$ cat config.mk
export PLATFORM = sky130hd
export DESIGN_NAME = gated_hold_bank_flat
export DESIGN_NICKNAME = d
export VERILOG_FILES = /design/src/rtl/gated_hold_bank_if.sv /design/src/rtl/gated_hold_bank.sv /design/src/flat_wrapper.sv
export SDC_FILE = /design/constraint.sdc
export NUM_CORES = 1
export LEC_CHECK = 0
export ABC_AREA = 1
export CORE_UTILIZATION = 45
export DETAILED_ROUTE_END_ITERATION = 12
export DONT_BUFFER_PORTS = 1
export SLEW_MARGIN = 25
export SYNTH_ARGS = -nofsm -noshare
export SYNTH_HDL_FRONTEND = slang
export SYNTH_SLANG_ARGS = --single-unit
$ cat constraint.sdc
create_clock -name clk -period 1.85 [get_ports clk]
set_input_delay 0.37 -clock clk [delete_from_list [all_inputs] [get_ports clk]]
set_output_delay 0.37 -clock clk [all_outputs]
set_load 0.01 [all_outputs]
$ cat src/rtl/gated_hold_bank_if.sv
// gated_hold_bank_if
// Groups the per-channel enable/mode/data inputs and the registered
// outputs of gated_hold_bank into one bundle.
//   en     : per-channel enable request
//   mode   : per-channel idle behaviour, 0 = ZERO, 1 = HOLD
//   in     : channel i data at bits [i*WIDTH +: WIDTH]
//   y_out  : registered channel outputs, same packing as in
//   active : channel qualified (counter saturated at QUAL)
//   upd    : one-cycle flag, y_out of that channel changed at the last edge
// master drives the requests, slave (the bank) drives the outputs.
interface gated_hold_bank_if #(
    parameter int WIDTH    = 8,
    parameter int CHANNELS = 4
);
    logic [CHANNELS-1:0]       en;
    logic [CHANNELS-1:0]       mode;
    logic [CHANNELS*WIDTH-1:0] in;
    logic [CHANNELS*WIDTH-1:0] y_out;
    logic [CHANNELS-1:0]       active;
    logic [CHANNELS-1:0]       upd;

    modport master (
        output en,
        output mode,
        output in,
        input  y_out,
        input  active,
        input  upd
    );

    modport slave (
        input  en,
        input  mode,
        input  in,
        output y_out,
        output active,
        output upd
    );
endinterface

$ cat src/rtl/gated_hold_bank.sv
// gated_hold_bank
// Bank of independent enable-gated data registers. Each channel captures
// its input only after its enable has been high for QUAL consecutive
// edges, which filters short enable glitches. Outside capture a channel
// either clears to zero (mode=0) or holds its last value (mode=1).
// All outputs come straight from flops; nothing in the bus reaches an
// output combinationally.
// Ports:
//   clk : rising-edge clock
//   rst : synchronous active-high reset, priority over everything
//   bus : gated_hold_bank_if slave (en, mode, in -> y_out, active, upd)
module gated_hold_bank #(
    parameter int WIDTH    = 8,
    parameter int CHANNELS = 4,
    parameter int QUAL     = 2
) (
    input  logic             clk,
    input  logic             rst,
    gated_hold_bank_if.slave bus
);
    localparam int CW = $clog2(QUAL + 1);
    localparam logic [CW-1:0] QUAL_C = CW'(QUAL);

    typedef enum logic {
        QUALIFYING = 1'b0,
        ACTIVE     = 1'b1
    } ch_state_e;

    logic [CW-1:0]       cnt_r        [CHANNELS];
    logic [CW-1:0]       cnt_next_s   [CHANNELS];
    ch_state_e           state_r      [CHANNELS];
    ch_state_e           state_next_s [CHANNELS];
    logic [WIDTH-1:0]    y_r          [CHANNELS];
    logic [WIDTH-1:0]    y_next_s     [CHANNELS];
    logic [CHANNELS-1:0] capture_s;
    logic [CHANNELS-1:0] upd_r;
    logic [CHANNELS-1:0] upd_next_s;
    logic [CHANNELS*WIDTH-1:0] y_pack_s;
    logic [CHANNELS-1:0]       active_s;

    // Next-state per channel: saturating qualification counter, capture
    // decision, output value and change flag.
    always_comb begin
        capture_s  = '0;
        upd_next_s = '0;
        for (int i = 0; i < CHANNELS; i++) begin
            cnt_next_s[i]   = '0;
            state_next_s[i] = QUALIFYING;
            y_next_s[i]     = '0;

            if (bus.en[i]) begin
                if (cnt_r[i] == QUAL_C) begin
                    cnt_next_s[i] = cnt_r[i];
                end else begin
                    cnt_next_s[i] = cnt_r[i] + CW'(1);
                end
            end else begin
                cnt_next_s[i] = '0;
            end

            // The saturated next count reaches QUAL exactly when the
            // current count is at least QUAL-1, i.e. this is a capture edge.
            capture_s[i] = bus.en[i] && (cnt_next_s[i] == QUAL_C);

            if (capture_s[i]) begin
                y_next_s[i] = bus.in[i*WIDTH +: WIDTH];
            end else if (bus.mode[i]) begin
                y_next_s[i] = y_r[i];
            end else begin
                y_next_s[i] = '0;
            end

            upd_next_s[i] = (y_next_s[i] != y_r[i]);

            if (cnt_next_s[i] == QUAL_C) begin
                state_next_s[i] = ACTIVE;
            end else begin
                state_next_s[i] = QUALIFYING;
            end
        end
    end

    // Channel state registers with synchronous reset.
    always_ff @(posedge clk) begin
        if (rst) begin
            upd_r <= '0;
            for (int i = 0; i < CHANNELS; i++) begin
                cnt_r[i]   <= '0;
                state_r[i] <= QUALIFYING;
                y_r[i]     <= '0;
            end
        end else begin
            upd_r <= upd_next_s;
            for (int i = 0; i < CHANNELS; i++) begin
                cnt_r[i]   <= cnt_next_s[i];
                state_r[i] <= state_next_s[i];
                y_r[i]     <= y_next_s[i];
            end
        end
    end

    // Pack the per-channel registers onto the output bus.
    always_comb begin
        y_pack_s = '0;
        active_s = '0;
        for (int i = 0; i < CHANNELS; i++) begin
            y_pack_s[i*WIDTH +: WIDTH] = y_r[i];
            active_s[i]                = (state_r[i] == ACTIVE);
        end
    end

    assign bus.y_out  = y_pack_s;
    assign bus.active = active_s;
    assign bus.upd    = upd_r;
endmodule

$ cat src/flat_wrapper.sv
// flat-port wrapper written by rule: the top's interface ports become plain ports
module gated_hold_bank_flat 
#(
    parameter int WIDTH    = 8,
    parameter int CHANNELS = 4,
    parameter int QUAL     = 2
)
  (clk, rst, bus_en, bus_mode, bus_in, bus_y_out, bus_active, bus_upd);
  gated_hold_bank_if #(.WIDTH(WIDTH), .CHANNELS(CHANNELS)) bus_i ();
  input  logic clk;
  input  logic rst;
  input wire logic [$bits(bus_i.en)-1:0] bus_en;
  input wire logic [$bits(bus_i.mode)-1:0] bus_mode;
  input wire logic [$bits(bus_i.in)-1:0] bus_in;
  output wire logic [$bits(bus_i.y_out)-1:0] bus_y_out;
  output wire logic [$bits(bus_i.active)-1:0] bus_active;
  output wire logic [$bits(bus_i.upd)-1:0] bus_upd;
  assign bus_i.en = bus_en;
  assign bus_i.mode = bus_mode;
  assign bus_i.in = bus_in;
  assign bus_y_out = bus_i.y_out;
  assign bus_active = bus_i.active;
  assign bus_upd = bus_i.upd;
  gated_hold_bank #(.WIDTH(WIDTH), .CHANNELS(CHANNELS), .QUAL(QUAL)) u_core (.clk(clk), .rst(rst), .bus(bus_i));
endmodule
### After elaboration in Yosys (flattened, before gate mapping)

Memories as Yosys holds them, arrays and structs flattened.
Cells that the tools add are included.

| cells by class | value |
|---|---|
| bitwise gates (word level) | 12 |
| $add $sub $neg | 4 |
| equal/unequal tests | 12 |
| multiplexer cells | 35 |
| reduce and logical (&&, ||, !) cells | 4 |

Operators by type and width:

| operator | count |
|---|---|
| 8-bit two-way mux | 12 |
| 8-bit inequality test | 4 |
| 2-bit two-way mux | 12 |
| 2-bit equality test (second input constant) | 8 |
| 1-bit bitwise OR | 12 |
| 1-bit two-way mux | 11 |
| 2-bit by 1-bit adder with 2-bit output (second input constant) | 4 |
| 1-bit logical AND | 4 |

| word-level totals | value |
|---|---|
| memory bits (writable) | 44 |
| output and inout bits | 40 |
| memories | 3 |
| register bits after elaboration | 4 |
| bits of input ports | 42 |
| logic and storage cells | 71 |

Memories:

| name | depth | bits a word | rd ports | clocked after memory_dff | write ports | line | source |
|---|---|---|---|---|---|---|---|
| u_core.y_r | 4 | 8 | 4 | 0 | 4 | gated_hold_bank.sv:33 | `logic [WIDTH-1:0] y_r [CHANNELS];` |
| u_core.cnt_r | 4 | 2 | 4 | 0 | 4 | gated_hold_bank.sv:29 | `logic [CW-1:0] cnt_r [CHANNELS];` |
| u_core.state_r | 4 | 1 | 4 | 0 | 4 | gated_hold_bank.sv:31 | `ch_state_e state_r [CHANNELS];` |

### Logic depth before layout (Yosys ltp)

Gate-level depths: netlist of the first run.

| depth | value |
|---|---|
| word-level depth | 7 |
| gate-level depth with buffers | 11 |
| gate-level depth less buffers | 11 |

### Least setup slack after synthesis of the first run

Ideal clock, no wire load.

| timing | value |
|---|---|
| kind | flip-flop to flip-flop |
| start point | memory u_core.cnt_r[0][0] (netlist bit) |
| end point | register u_core.upd_r[0], in the netlist u_core.bus.upd[0] |
| clock period less this slack | 1405 ps |
| stages on the path, launching flop included | 11 |
| data required time | 1730 ps |
| library setup time | 120 ps |
| path buffers | 1 |
| arrival | 1285 ps |
| setup slack | 445 ps |
| path through | dfxtp_1 inv_1 ha_1 nand3_4 buf_6 nand2_1 nand3_1 nand2_1 nand2_1 nor2_2 a21oi_2 |

RTL lines:

| item | line | source |
|---|---|---|
| from (decl) | gated_hold_bank.sv:29 |  |
| to (signal assigned) | gated_hold_bank.sv:93 | `upd_r <= upd_next_s;` |
| to (decl) | gated_hold_bank.sv:36 | `logic [CHANNELS-1:0] upd_r;` |

==> results of run 1 <==
## path summary, 6_finish.rpt
path	endpoint	from	slack, ns
max	u_core.bus.upd[0]$_SDFF_PP0_	u_core.cnt_r[0][0]$_SDFF_PP0_	0.30
min	u_core.bus.upd[1]$_SDFF_PP0_	rst	0.13
max reg2reg	u_core.bus.upd[0]$_SDFF_PP0_	u_core.cnt_r[0][0]$_SDFF_PP0_	0.30
min reg2reg	u_core.y_r[0][16]$_SDFF_PP0_	u_core.y_r[0][16]$_SDFF_PP0_	0.63
## cell type report
cell class	count	area, um2	share of cell area (%)
multi-input cells	316	1500	53.1
flip-flops and latches	48	961	34.0
clock buffers	7	86.3	3.05
well taps	75	93.8	3.32
inverters	48	180	6.37
clock inverters	1	7.51	0.265
## report_power, final
part,internal (mW),switching (mW)
registers,1.07,0.0325
logic,0.0756,0.123
clock network,0.304,0.342
total,1.45,0.498
## through the flow
step	power, mW	cells	setup WS (ns)	hold slack [ns]
finish	1.94	495	0.299	0.131
global route	2.05	495	0.157	0.104
CTS	1.98	495	0.275	0.110
detailed placement	1.33	487	0.300	0.438
global placement	1.32	487	0.330	0.437
floorplan	1.32	429	0.445	0.484
## synthesized netlist by cell type (all sizes together)
cell type	n	area, um2
o21bai	28	210
buf	9	80.1
a21oi	4	35.0
clkbuf	8	30.0
nand3	36	230
dfxtp	48	961
nand2	188	726
inv	48	180
ha	4	50.1
nor2	56	250
## cells by family (layout without fill, tap and decap cells)
kind of cell    Yosys count  after routing  synth area share [%]
compound gates           32             32                  8.91
fa+ha+maj                 4              4                  1.82
buf+inv                  65             56                  10.5
flops                    48             48                  34.9
simple gates            280            280                  43.8
## cells in the final DEF (no fill, tap or decap), types with 4 or more instances in the layout
master and n:
ha_1 4, nand3_4 4, nor2_2 4, a21oi_2 4
nand3_1 32, inv_1 44, nand2_1 180, clkbuf_8 6
nor2_4 4, o21bai_1 28, nor2_1 48, nand2_2 8
inv_2 4, dfxtp_1 48
## worst max-delay path: cells and delay by family, from the launching register on
kind | cells | cell delay [ns]
buffers and inverters | 1 | 0.03
AOI/OAI and AO/OA | 1 | 0.05
DFF | 1 | 0.31
adders and majority gates | 1 | 0.34
and+or+nand+nor | 8 | 0.71
## state kept, by name (all words and copies together) (netlist names)
register,cells
u_core.y_r,32
u_core.cnt_r,8
u_core.bus.upd,4
u_core.state_r,4
## layer usage
layer | routed length, um | up-vias
li1 | - | 1281
met1 | 2330 | 1062
met2 | 2590 | 56
met3 | 278 | 6
met4 | 60 | 0
met5 | 0 | -
==> impl_metrics.ini, run 1 <==
[global_routing]
use_met1_pct = 18.8
use_met3_pct = 4.77
grt.overflow.total = 0
grt_usage_pct = 16.3
grt_start_max_net_pins = 49
grt_antenna_before_repair = 0
grt_pass1_wl_mm = 8.29
busiest_layer = met2
grt_pass1_vias = 1995
grt.met2_usage_pct = 28.5

[timing]
period_share_pct = 83.9
fin_skew_ns = 0.00618
fin_tns_setup_ns = 0
fmax_mhz = 645
finalSetupViolCount = 0
finalCriticalPeriod_ns = 1.55
final-max-slew-violation-count = 0
hold_viol_final = 0
maxSlewHeadroom_pct = 84.7
worstMarginPinSlew_ns = 0.229
rsz0062_at_grt = false

[detailed_routing]
firstDrtPassIters = 7
wl_per_cell_um = 10.6
final_antenna_net_count = 0
wirelength_mm = 5.25
vias = 2405
drt-vias-per-instance = 4.86
first_iter_violations = 107
drc = 0

[clock_network]
numCtsBuffers = 5
worstSkewPairLatency_ns = 0.29
clockBufferDepth = 2
cts-root-buf = clkbuf_8
clock-sinks = 48
cts_resized = 0
cts_hold_buf = 0
postCtsSetupBuffers = 0
cts_tree = done
cts_max_level = 2
path_clk_slew_ns = 0.09

[worst_hold_path]
holdPathStages = 1
hold_path_class = primary input to flop

[die]
fp.dieH_um = 80.2
die-area_mm2 = 0.00643
num_rows = 28
start_util_pct = 46.5
core_mm2 = 0.00592
fp.dieW_um = 80.2
pin_count = 82

[critical_path]
crit_fanout = 8
worstSetupEndpointType = flop
crit_required_ns = 2.04
crit_type = flop to flop
critical_path.cell_chain = inv_1 > ha_1 > nand2_2 > nor2_4 > nand2_2 > nand2_1 > nand2_1 > nand2_1 > nand2_1 > nor2_2 > a21oi_2
critPathLaunchType = flop
slowest_delay_ns = 0.34
worstPathArrival_ns = 1.75
critPathSlowestCell = ha_1
reg2regPathDepth = 11
crit_top_cell = nand2_1

[logic_synthesis]
ys_ff_latch = 48
syn_nets = 475
synthCells = 429
syn-cell-area_mm2 = 0.00275
synth.distinct_cells = 17
syn_area_per_cell_um2 = 6.42
ys_seq_area_share_pct = 34.9
yosys_warnings = 0

[place]
hpwl_mm = 3.81
gp_congestion = 0.816
place_area_mm2 = 0.00274
portBuffers = 0

[final_layout]
finish.instance_area_mm2 = 0.00283
syn_to_final_growth_pct = 2.82
drive_gt1_share_pct = 8.33
antennaDiodeCount = 0
final_nets = 465
postLayoutCoreUtil_pct = 47.8
fill_cells = 640

[flow_run]
cap_violations = 0

[power_and_ir_drop]
p_leak_nw = 1.32
peakVddDrop_uv = 360
power_density_mw_per_mm2 = 687

[outcome]
status = completed
(Power assumes the default switching activity.)
==> run 2, diff against run 1 <==
==> constraint.sdc (replaced) <==
create_clock -name clk -period 1.5 [get_ports clk]
set_input_delay 0.3 -clock clk [delete_from_list [all_inputs] [get_ports clk]]
set_output_delay 0.3 -clock clk [all_outputs]
set_load 0.01 [all_outputs]
==> run 2 against run 1 <==
Compared with the run above:
- sequential share of layout area decreased by 2.8 points
- setup slack got worse by 0.27 ns
- die area unchanged
- critical path depth unchanged
- final cell count increased by 3.2%
- critical path type unchanged
- largest cell class unchanged
==> impl_metrics.ini, run 2 (synthesis results as in run 1) <==
[critical_path]
r2r-end = u_core.bus.upd[1]$_SDFF_PP0_
worstSetupEndpointType = flop
crit_family = simple AND/OR/NAND/NOR gates
slowest_delay_ns = 0.32
crit_type = flop to flop
critPathLaunchType = flop
reg2regPathDepth = 11
rrSetupSlack_ns = 0.03
critical_path.cell_chain = inv_1 > ha_4 > nand2_4 > nor2_4 > buf_6 > nand2_1 > nand3_1 > nand2_1 > nand2_1 > nor2_2 > a21oi_2
crit_fanout = 4
cp_num_buf_inv = 2
worstPathArrival_ns = 1.70
regToRegStartpoint = u_core.cnt_r[1][0]$_SDFF_PP0_
crit_top_cell = nand2_1
crit_required_ns = 1.74
critPathSlowestCell = dfxtp_2

[detailed_routing]
wirelength_mm = 5.80
drc = 0
vias = 2503
drt-vias-per-instance = 4.90
wl_per_cell_um = 11.4
final_antenna_net_count = 0
first_iter_violations = 88
firstDrtPassIters = 6

[power_and_ir_drop]
p_leak_nw = 1.46
power_density_mw_per_mm2 = 891
finalPower_mw = 2.78
peakVddDrop_uv = 400

[clock_network]
worstSkewPairLatency_ns = 0.30
cts_max_level = 2
clockBufferDepth = 2
path_clk_slew_ns = 0.10
clock-sinks = 48
numCtsBuffers = 5
cts_tree = done
cts-root-buf = clkbuf_8

[global_routing]
grt.overflow.total = 0
grt_start_max_net_pins = 49
grt.met2_usage_pct = 30.0
grt_usage_pct = 17.2
grt_pass1_wl_mm = 8.79
grt_antenna_before_repair = 0
use_met3_pct = 5.11
use_met1_pct = 20.4
grt_pass1_vias = 2051
busiest_layer = met2

[timing]
fin_skew_ns = 0.00894
maxSlewHeadroom_pct = 84.3
hold_viol_final = 0
fin_tns_setup_ns = 0
finalSetupViolCount = 0
fmax_mhz = 681
worstMarginPinSlew_ns = 0.235
rsz0062_at_grt = true
final-max-slew-violation-count = 0
finalCriticalPeriod_ns = 1.47
period_share_pct = 97.9

[final_layout]
final_nets = 482
fill_cells = 593
final_common_cell = nand2_1
multi_input_area_mm2 = 0.00160
drive_gt1_share_pct = 17.9
syn_to_final_growth_pct = 13.2
mostFrequentLayoutCells = nand2_1 (173), nor2_1 (48), dfxtp_1 (40)
final_cells = 511
reg_top3 = u_core.y_r: 32 flops, u_core.cnt_r: 8 flops
largest_register = u_core.y_r
antennaDiodeCount = 0
largest_register_ffs = 32
regArea_um2 = 971

[worst_hold_path]
hold_end = u_core.y_r[0][4]$_SDFF_PP0_
hold_path_class = primary input to flop
holdCritStartpoint = rst
holdPathStages = 1

[place]
hpwl_mm = 3.75
gp_congestion = 0.783
dp_cells = 490
portBuffers = 0

[die]
pin_count = 82
num_rows = 28
core_mm2 = 0.00592
fp.dieH_um = 80.2
die-area_mm2 = 0.00643
start_util_pct = 46.5
fp.dieW_um = 80.2

[flow_run]
cap_violations = 0

[outcome]
status = completed
## run 2: cell count changes in the layout (fill, tap and decap cells not counted), sizes merged
cell / change
clkbuf: -2
nand3: +1
buf: +16
clkinvlp: -1
bufinv: +2
## run 2: worst max path at each step
stage | start | endpoint | slack, ns | cells after the start
after floorplan | u_core.cnt_r[0][0]$_SDFF_PP0_ | u_core.bus.upd[0]$_SDFF_PP0_ | 0.09 | 10
after global placement | u_core.cnt_r[0][0]$_SDFF_PP0_ | u_core.bus.upd[0]$_SDFF_PP0_ | -0.02 | 11
after detailed placement | u_core.cnt_r[0][0]$_SDFF_PP0_ | u_core.bus.upd[0]$_SDFF_PP0_ | -0.06 | 11
after CTS | u_core.cnt_r[0][0]$_SDFF_PP0_ | u_core.bus.upd[0]$_SDFF_PP0_ | 0.004 | 11
after global routing | u_core.cnt_r[2][0]$_SDFF_PP0_ | u_core.bus.upd[2]$_SDFF_PP0_ | -0.09 | 11
final | u_core.cnt_r[1][0]$_SDFF_PP0_ | u_core.bus.upd[1]$_SDFF_PP0_ | 0.03 | 11
## run 2: area by class of cell
type / instances / share of cell area (%)
inverters: 48 / 5.78
clock buffers: 5 / 2.21
repair buffers: 16 / 4.62
clock inverters: 2 / 1.93
flip-flops and latches: 48 / 31.2
multi-input cells: 317 / 51.3
well taps: 75 / 3.01
## run 2: timing repair
action                     CTS  global route
gates resized for setup     17            17
gates cloned                 0             1
pin swaps                   20            14
setup endpoints to repair    4             5
buffers inserted             8             5
hold buffers                 0             0
## run 2: stage by stage
| step | hold WS [ns] | worst slack [ns] | cell area [um2] | utilization [%] |
|---|---|---|---|---|
| after floorplan | 0.414 | 0.0946 | 2750 | - |
| after global placement | 0.368 | -0.0187 | 2760 | 46.6 |
| after detailed placement | 0.369 | -0.0579 | 2760 | 46.6 |
| after CTS | 0.0333 | 0.00392 | 3040 | 51.3 |
| after global routing | 0.0297 | -0.0887 | 3120 | 52.6 |
| final | 0.0565 | 0.0320 | 3120 | 52.6 |
## run 2: power by group
part | internal (mW) | total (mW) | switching (mW)
sequential | 1.32 | 1.36 | 0.0423
clock | 0.657 | 1.10 | 0.445
combinational | 0.141 | 0.315 | 0.174
## run 2: routing by layer
metal	part of all wire, %	up-vias
li1	-	1319
met1	45	1124
met2	49	56
met3	5.0	4
met4	0.74	0
met5	0	-
==> run 3, diff against run 2 <==
--- a/config.mk
+++ b/config.mk
@@ -6,6 +6,7 @@
 export NUM_CORES = 1
 export LEC_CHECK = 0
 export ABC_AREA = 1
+export CORE_ASPECT_RATIO = 0.6
 export CORE_UTILIZATION = 45
 export DETAILED_ROUTE_END_ITERATION = 12
 export DONT_BUFFER_PORTS = 1
==> run 3 against run 2 <==
Compared with the run above:
- register-to-register slack about the same
- clock power down 23%
- setup slack worse by 0.014 ns
- largest power group unchanged
- global-route usage up 1.7 points
- critical endpoint is now u_core.bus.upd[3]$_SDFF_PP0_
- design area up 0.92%
- critical path depth down 3
- fmax down 0.97%
- critical path type unchanged
- routed wire length up 6.1%
- worst hold slack worse by 0.0043 ns
- non-clock buffer count up 3
- sequential share of layout area down 0.32 points
==> impl_metrics.ini, run 3 (synthesis results as in run 1) <==
[outcome]
status = completed

[final_layout]
fill_cells = 592
reg_top3 = u_core.y_r: 32 flops, u_core.cnt_r: 8 flops
antennaDiodeCount = 0
multi_input_area_mm2 = 0.00164
drive_gt1_share_pct = 20.5
finish.instance_area_mm2 = 0.00315
final_common_cell = nand2_1
syn_to_final_growth_pct = 14.3
largest_register_ffs = 32
largest_register = u_core.y_r
final_cells = 520
mostFrequentLayoutCells = nand2_1 (168), nor2_1 (48), dfxtp_1 (41)
regArea_um2 = 970
final_nets = 486

[detailed_routing]
drt-vias-per-instance = 4.83
vias = 2514
wl_per_cell_um = 11.8
first_iter_violations = 55
wirelength_mm = 6.16
drc = 0
final_antenna_net_count = 0
firstDrtPassIters = 6

[power_and_ir_drop]
peakVddDrop_uv = 415
power_density_mw_per_mm2 = 806
p_leak_nw = 1.46
finalPower_mw = 2.54

[clock_network]
numCtsBuffers = 5
cts-root-buf = clkbuf_8
cts_max_level = 2
path_clk_slew_ns = 0.09
clock-sinks = 48
clockBufferDepth = 2
cts_tree = done
worstSkewPairLatency_ns = 0.30

[global_routing]
grt_pass1_wl_mm = 9.64
grt_pass1_vias = 2191
grt_antenna_before_repair = 0
grt.overflow.total = 0
grt_start_max_net_pins = 49
grt_usage_pct = 19.0

[critical_path]
worstSetupEndpointType = flop
critPathLaunchType = flop
crit_type = flop to flop
crit_required_ns = 1.74
worstPathArrival_ns = 1.72
crit_fanout = 16

[die]
fp.dieH_um = 62.6
pin_count = 82
start_util_pct = 48.1
num_rows = 21
core_mm2 = 0.00573
die-area_mm2 = 0.00644
fp.dieW_um = 103

[place]
dp_slack_ns = -0.0714
hpwl_mm = 4.00
gp_congestion = 0.808
place_area_mm2 = 0.00277
dp_cells = 496
portBuffers = 0

[timing]
fmax_mhz = 675
final.setup.worst_slack_ns = 0.0177
hold_viol_final = 0
maxSlewHeadroom_pct = 83.8
finalSetupViolCount = 0
final-max-slew-violation-count = 0
period_share_pct = 98.8
holdWs_ns = 0.0522
worstMarginPinSlew_ns = 0.243
finalCriticalPeriod_ns = 1.48
fin_skew_ns = 0.00299
rsz0062_at_grt = true

[worst_hold_path]
hold_path_class = primary input to flop

[flow_run]
cap_violations = 0
## run 3: cell count changes in the layout (fill, tap and decap cells not counted), moves of 2 or more
cell | before | now
nand2_1 | 173 | 168
nand2_2 | 11 | 16
buf_4 | 12 | 16
nand3_2 | 1 | 5
nand3_1 | 32 | 29
bufinv_16 | 2 | 0
clkbuf_8 | 5 | 7
## run 3: layer usage
metal	vias to the layer above	track usage (%)	routed length, um
met5	-	0	0
met4	0	4.75	39
met3	5	6.71	514
met2	86	30.3	2670
met1	1088	24.3	2940
li1	1335	-	-
## run 3: final cells by class
cell class / count / area share [%]
clock buffers: 7 / 3.06
inverters: 48 / 5.73
multi-input cells: 318 / 52.0
flip-flops and latches: 48 / 30.8
well taps: 80 / 3.18
repair buffers: 19 / 5.17
## run 3: repair_timing
item                                    4_1_cts  5_1_grt
cloned                                        0        2
endpoints found under the setup margin        4        4
hold endpoints to repair                      0        0
pin swaps                                    23       21
buffers inserted                              8        7
resized for setup                            24       16
hold buffers                                  0        0
## run 3: report_power, final
part	switching, mW	leakage (nW)	internal (mW)
Clock	0.434	0.0503	0.412
Sequential	0.0434	0.392	1.32
Combinational	0.184	1.02	0.147
Total	0.661	1.46	1.88
## run 3: critical path: stages (launching register included)
cell and delay [ns]:
dfxtp_2 0.33, inv_2 0.04, ha_4 0.29, nand3_4 0.18
o21bai_1 0.26, nand2_2 0.09, nand2_2 0.07, nor2_2 0.04
a21oi_2 0.12
## run 3: final timing paths
path	startpoint	endpoint	slack, ns	depth (start not counted)
setup reg to reg	u_core.cnt_r[3][1]$_SDFF_PP0_	u_core.bus.upd[3]$_SDFF_PP0_	0.02	8
hold reg to reg	u_core.y_r[0][15]$_SDFF_PP0_	u_core.y_r[0][15]$_SDFF_PP0_	0.63	4
setup / recovery	u_core.cnt_r[3][1]$_SDFF_PP0_	u_core.bus.upd[3]$_SDFF_PP0_	0.02	8
hold / removal	rst	u_core.bus.upd[0]$_SDFF_PP0_	0.05	1
## run 3: metrics by stage
stage	setup TNS (ns)	utilization [%]
finish	0	54.9
global route	-0.321	54.9
CTS	-0.00628	52.9
detailed placement	-0.197	48.4
global placement	-0.0824	48.4
floorplan	0	-
==> edit, RTL diff (settings of run 3) <==
`WIDTH` is set to 8 in 3 places; all go to 12.
--- a/src/rtl/gated_hold_bank_if.sv
+++ b/src/rtl/gated_hold_bank_if.sv
@@ -9,7 +9,7 @@
 //   upd    : one-cycle flag, y_out of that channel changed at the last edge
 // master drives the requests, slave (the bank) drives the outputs.
 interface gated_hold_bank_if #(
-    parameter int WIDTH    = 8,
+    parameter int WIDTH    = 12,
     parameter int CHANNELS = 4
 );
     logic [CHANNELS-1:0]       en;
--- a/src/rtl/gated_hold_bank.sv
+++ b/src/rtl/gated_hold_bank.sv
@@ -10,7 +10,7 @@
 //   rst : synchronous active-high reset, priority over everything
 //   bus : gated_hold_bank_if slave (en, mode, in -> y_out, active, upd)
 module gated_hold_bank #(
-    parameter int WIDTH    = 8,
+    parameter int WIDTH    = 12,
     parameter int CHANNELS = 4,
     parameter int QUAL     = 2
 ) (
--- a/src/flat_wrapper.sv
+++ b/src/flat_wrapper.sv
@@ -1,7 +1,7 @@
 // flat-port wrapper written by rule: the top's interface ports become plain ports
 module gated_hold_bank_flat 
 #(
-    parameter int WIDTH    = 8,
+    parameter int WIDTH    = 12,
     parameter int CHANNELS = 4,
     parameter int QUAL     = 2
 )
Ports: changed (resized bus_in and bus_y_out); port bits go from 82 to 114. The function was not compared with the original's and may differ.
==> edit against run 3 <==
The flow now finishes with violations (setup timing). Sequential power increased by 31%. Critical path depth increased by 4. Worst setup slack got worse by 0.13 ns. First-iteration DRC count increased to 3.5 times the old value. Clock power increased to 2.7 times the old value. Routed wire length increased by 72%. Non-clock buffer count increased by 61. Cell area increased by 53%. Count of clock-buffer cells in the layout increased by 3. Power increased by 75%. Area after synthesis increased by 35%. Sequential cell count increased by 16. Largest cell class unchanged.
==> edit: results (changes against run 3) <==
vias: 3787  # was 2514
finalSetupViolations: 4  # was 0
peakVddDrop_v: 0.0007503  # was 0.0004152 V
crit_arrival_ns: 1.84  # was 1.72 ns
syn_area_per_cell_um2: 7.005  # was 6.416 um2
grt_first_pass_wirelength_um: 16940  # was 9639 um
violations: "setup timing"
cts_root_buf: "clkbuf_16"  # was clkbuf_8
met1_length_um: 4891  # was 2936 um
worstRegToRegCells: 12  # was 8
cts_made_buffers: 9  # was 5
clock_latency_ns: 0.33  # was 0.30 ns
wl_met3_um: 974  # was 514 um
ys_seq_area_share_pct: 34.44  # was 34.91%
dp_hpwl_um: 6869  # was 4001 um
drt_pass1_iterations: 5  # was 6
wl_met2_um: 4596  # was 2666 um
fin_ws_ns: -0.1136  # was 0.01767 ns
dp.cells: 678  # was 496
worst_pin_slew_ns: 0.2739  # was 0.2431 ns
grt_pass1_vias: 3570  # was 2191
status: "finished, violations left"  # was finished clean
met1_usage_pct: 31.65  # was 24.31%
p_leak_nw: 2.192  # was 1.460 nW
drive_gt1_share_pct: 29.45  # was 20.45%
synthTopCellsByCount: "124 x nand2_1, 64 x dfxtp_1, 55 x nand3_1, 52 x inv_1, 48 x a21oi_1"  # was 180 x nand2_1, 48 x dfxtp_1, 48 x nor2_1, 44 x inv_1, 32 x nand3_1
fin_nets: 658  # was 486
place_congestion: 0.8711  # was 0.8080
fin_skew_ns: 0.004841  # was 0.002994 ns
met3_usage_pct: 9.434  # was 6.711%
whs_endpoint: "u_core.cnt_r[1][0]"  # was u_core.bus.upd[0]
use_met2_pct: 37.40  # was 30.25%
wire_per_inst_um: 14.95  # was 11.84 um
grt_max_degree: 65  # was 49
path_clk_slew_ns: 0.05  # was 0.09 ns
[edit: where the power goes]
| group | total (W) | leakage [nW] | internal (W) | switching, W |
|---|---|---|---|---|
| sequential | 0.00178 | 0.521 | 0.00174 | 0.0000417 |
| combinational | 0.000394 | 1.51 | 0.000184 | 0.000211 |
| clock | 0.00226 | 0.158 | 0.00149 | 0.000773 |
[edit: repair_timing]
| item | CTS | global route |
|---|---|---|
| setup endpoints to repair | 7 | 5 |
| gates cloned | 4 | 2 |
| pin swaps | 19 | 30 |
| hold buffers | 0 | 0 |
| buffers inserted | 6 | 5 |
| gates resized for setup | 33 | 20 |
[edit: kinds of logic (layout without fill, tap and decap cells)]
logic type      Yosys count  after routing  synth area share, %
compound gates           72             72                9.687
fa+ha+maj                 4              4                1.345
buf+inv                  87            152                12.55
flops                    64             64                34.44
simple gates            304            309                41.98
[edit: stage by stage]
step | total power, W | TNS, ns | hold WS [ns] | setup slack [ns] | area, um2
after floorplan | 0.002109 | -0.1949 | 0.4490 | -0.05215 | 3727
after global placement | 0.002117 | -0.8472 | 0.3750 | -0.2433 | 4136
after detailed placement | 0.002123 | -0.9836 | 0.3767 | -0.2451 | 4136
after CTS | 0.004464 | -0.3960 | 0.02306 | -0.1103 | 4695
after global routing | 0.004594 | -0.8378 | 0.01983 | -0.2234 | 4807
final | 0.004440 | -0.4037 | 0.03413 | -0.1136 | 4807
[edit: area by class of cell]
type	count	area, um2	share of cell area [%]
repair buffers	80	681.9	14.19
clock inverters	6	82.58	1.718
clock buffers	10	239.0	4.971
well taps	108	135.1	2.811
flip-flops and latches	64	1291	26.86
multi-input cells	385	2167	45.08
inverters	56	210.2	4.373
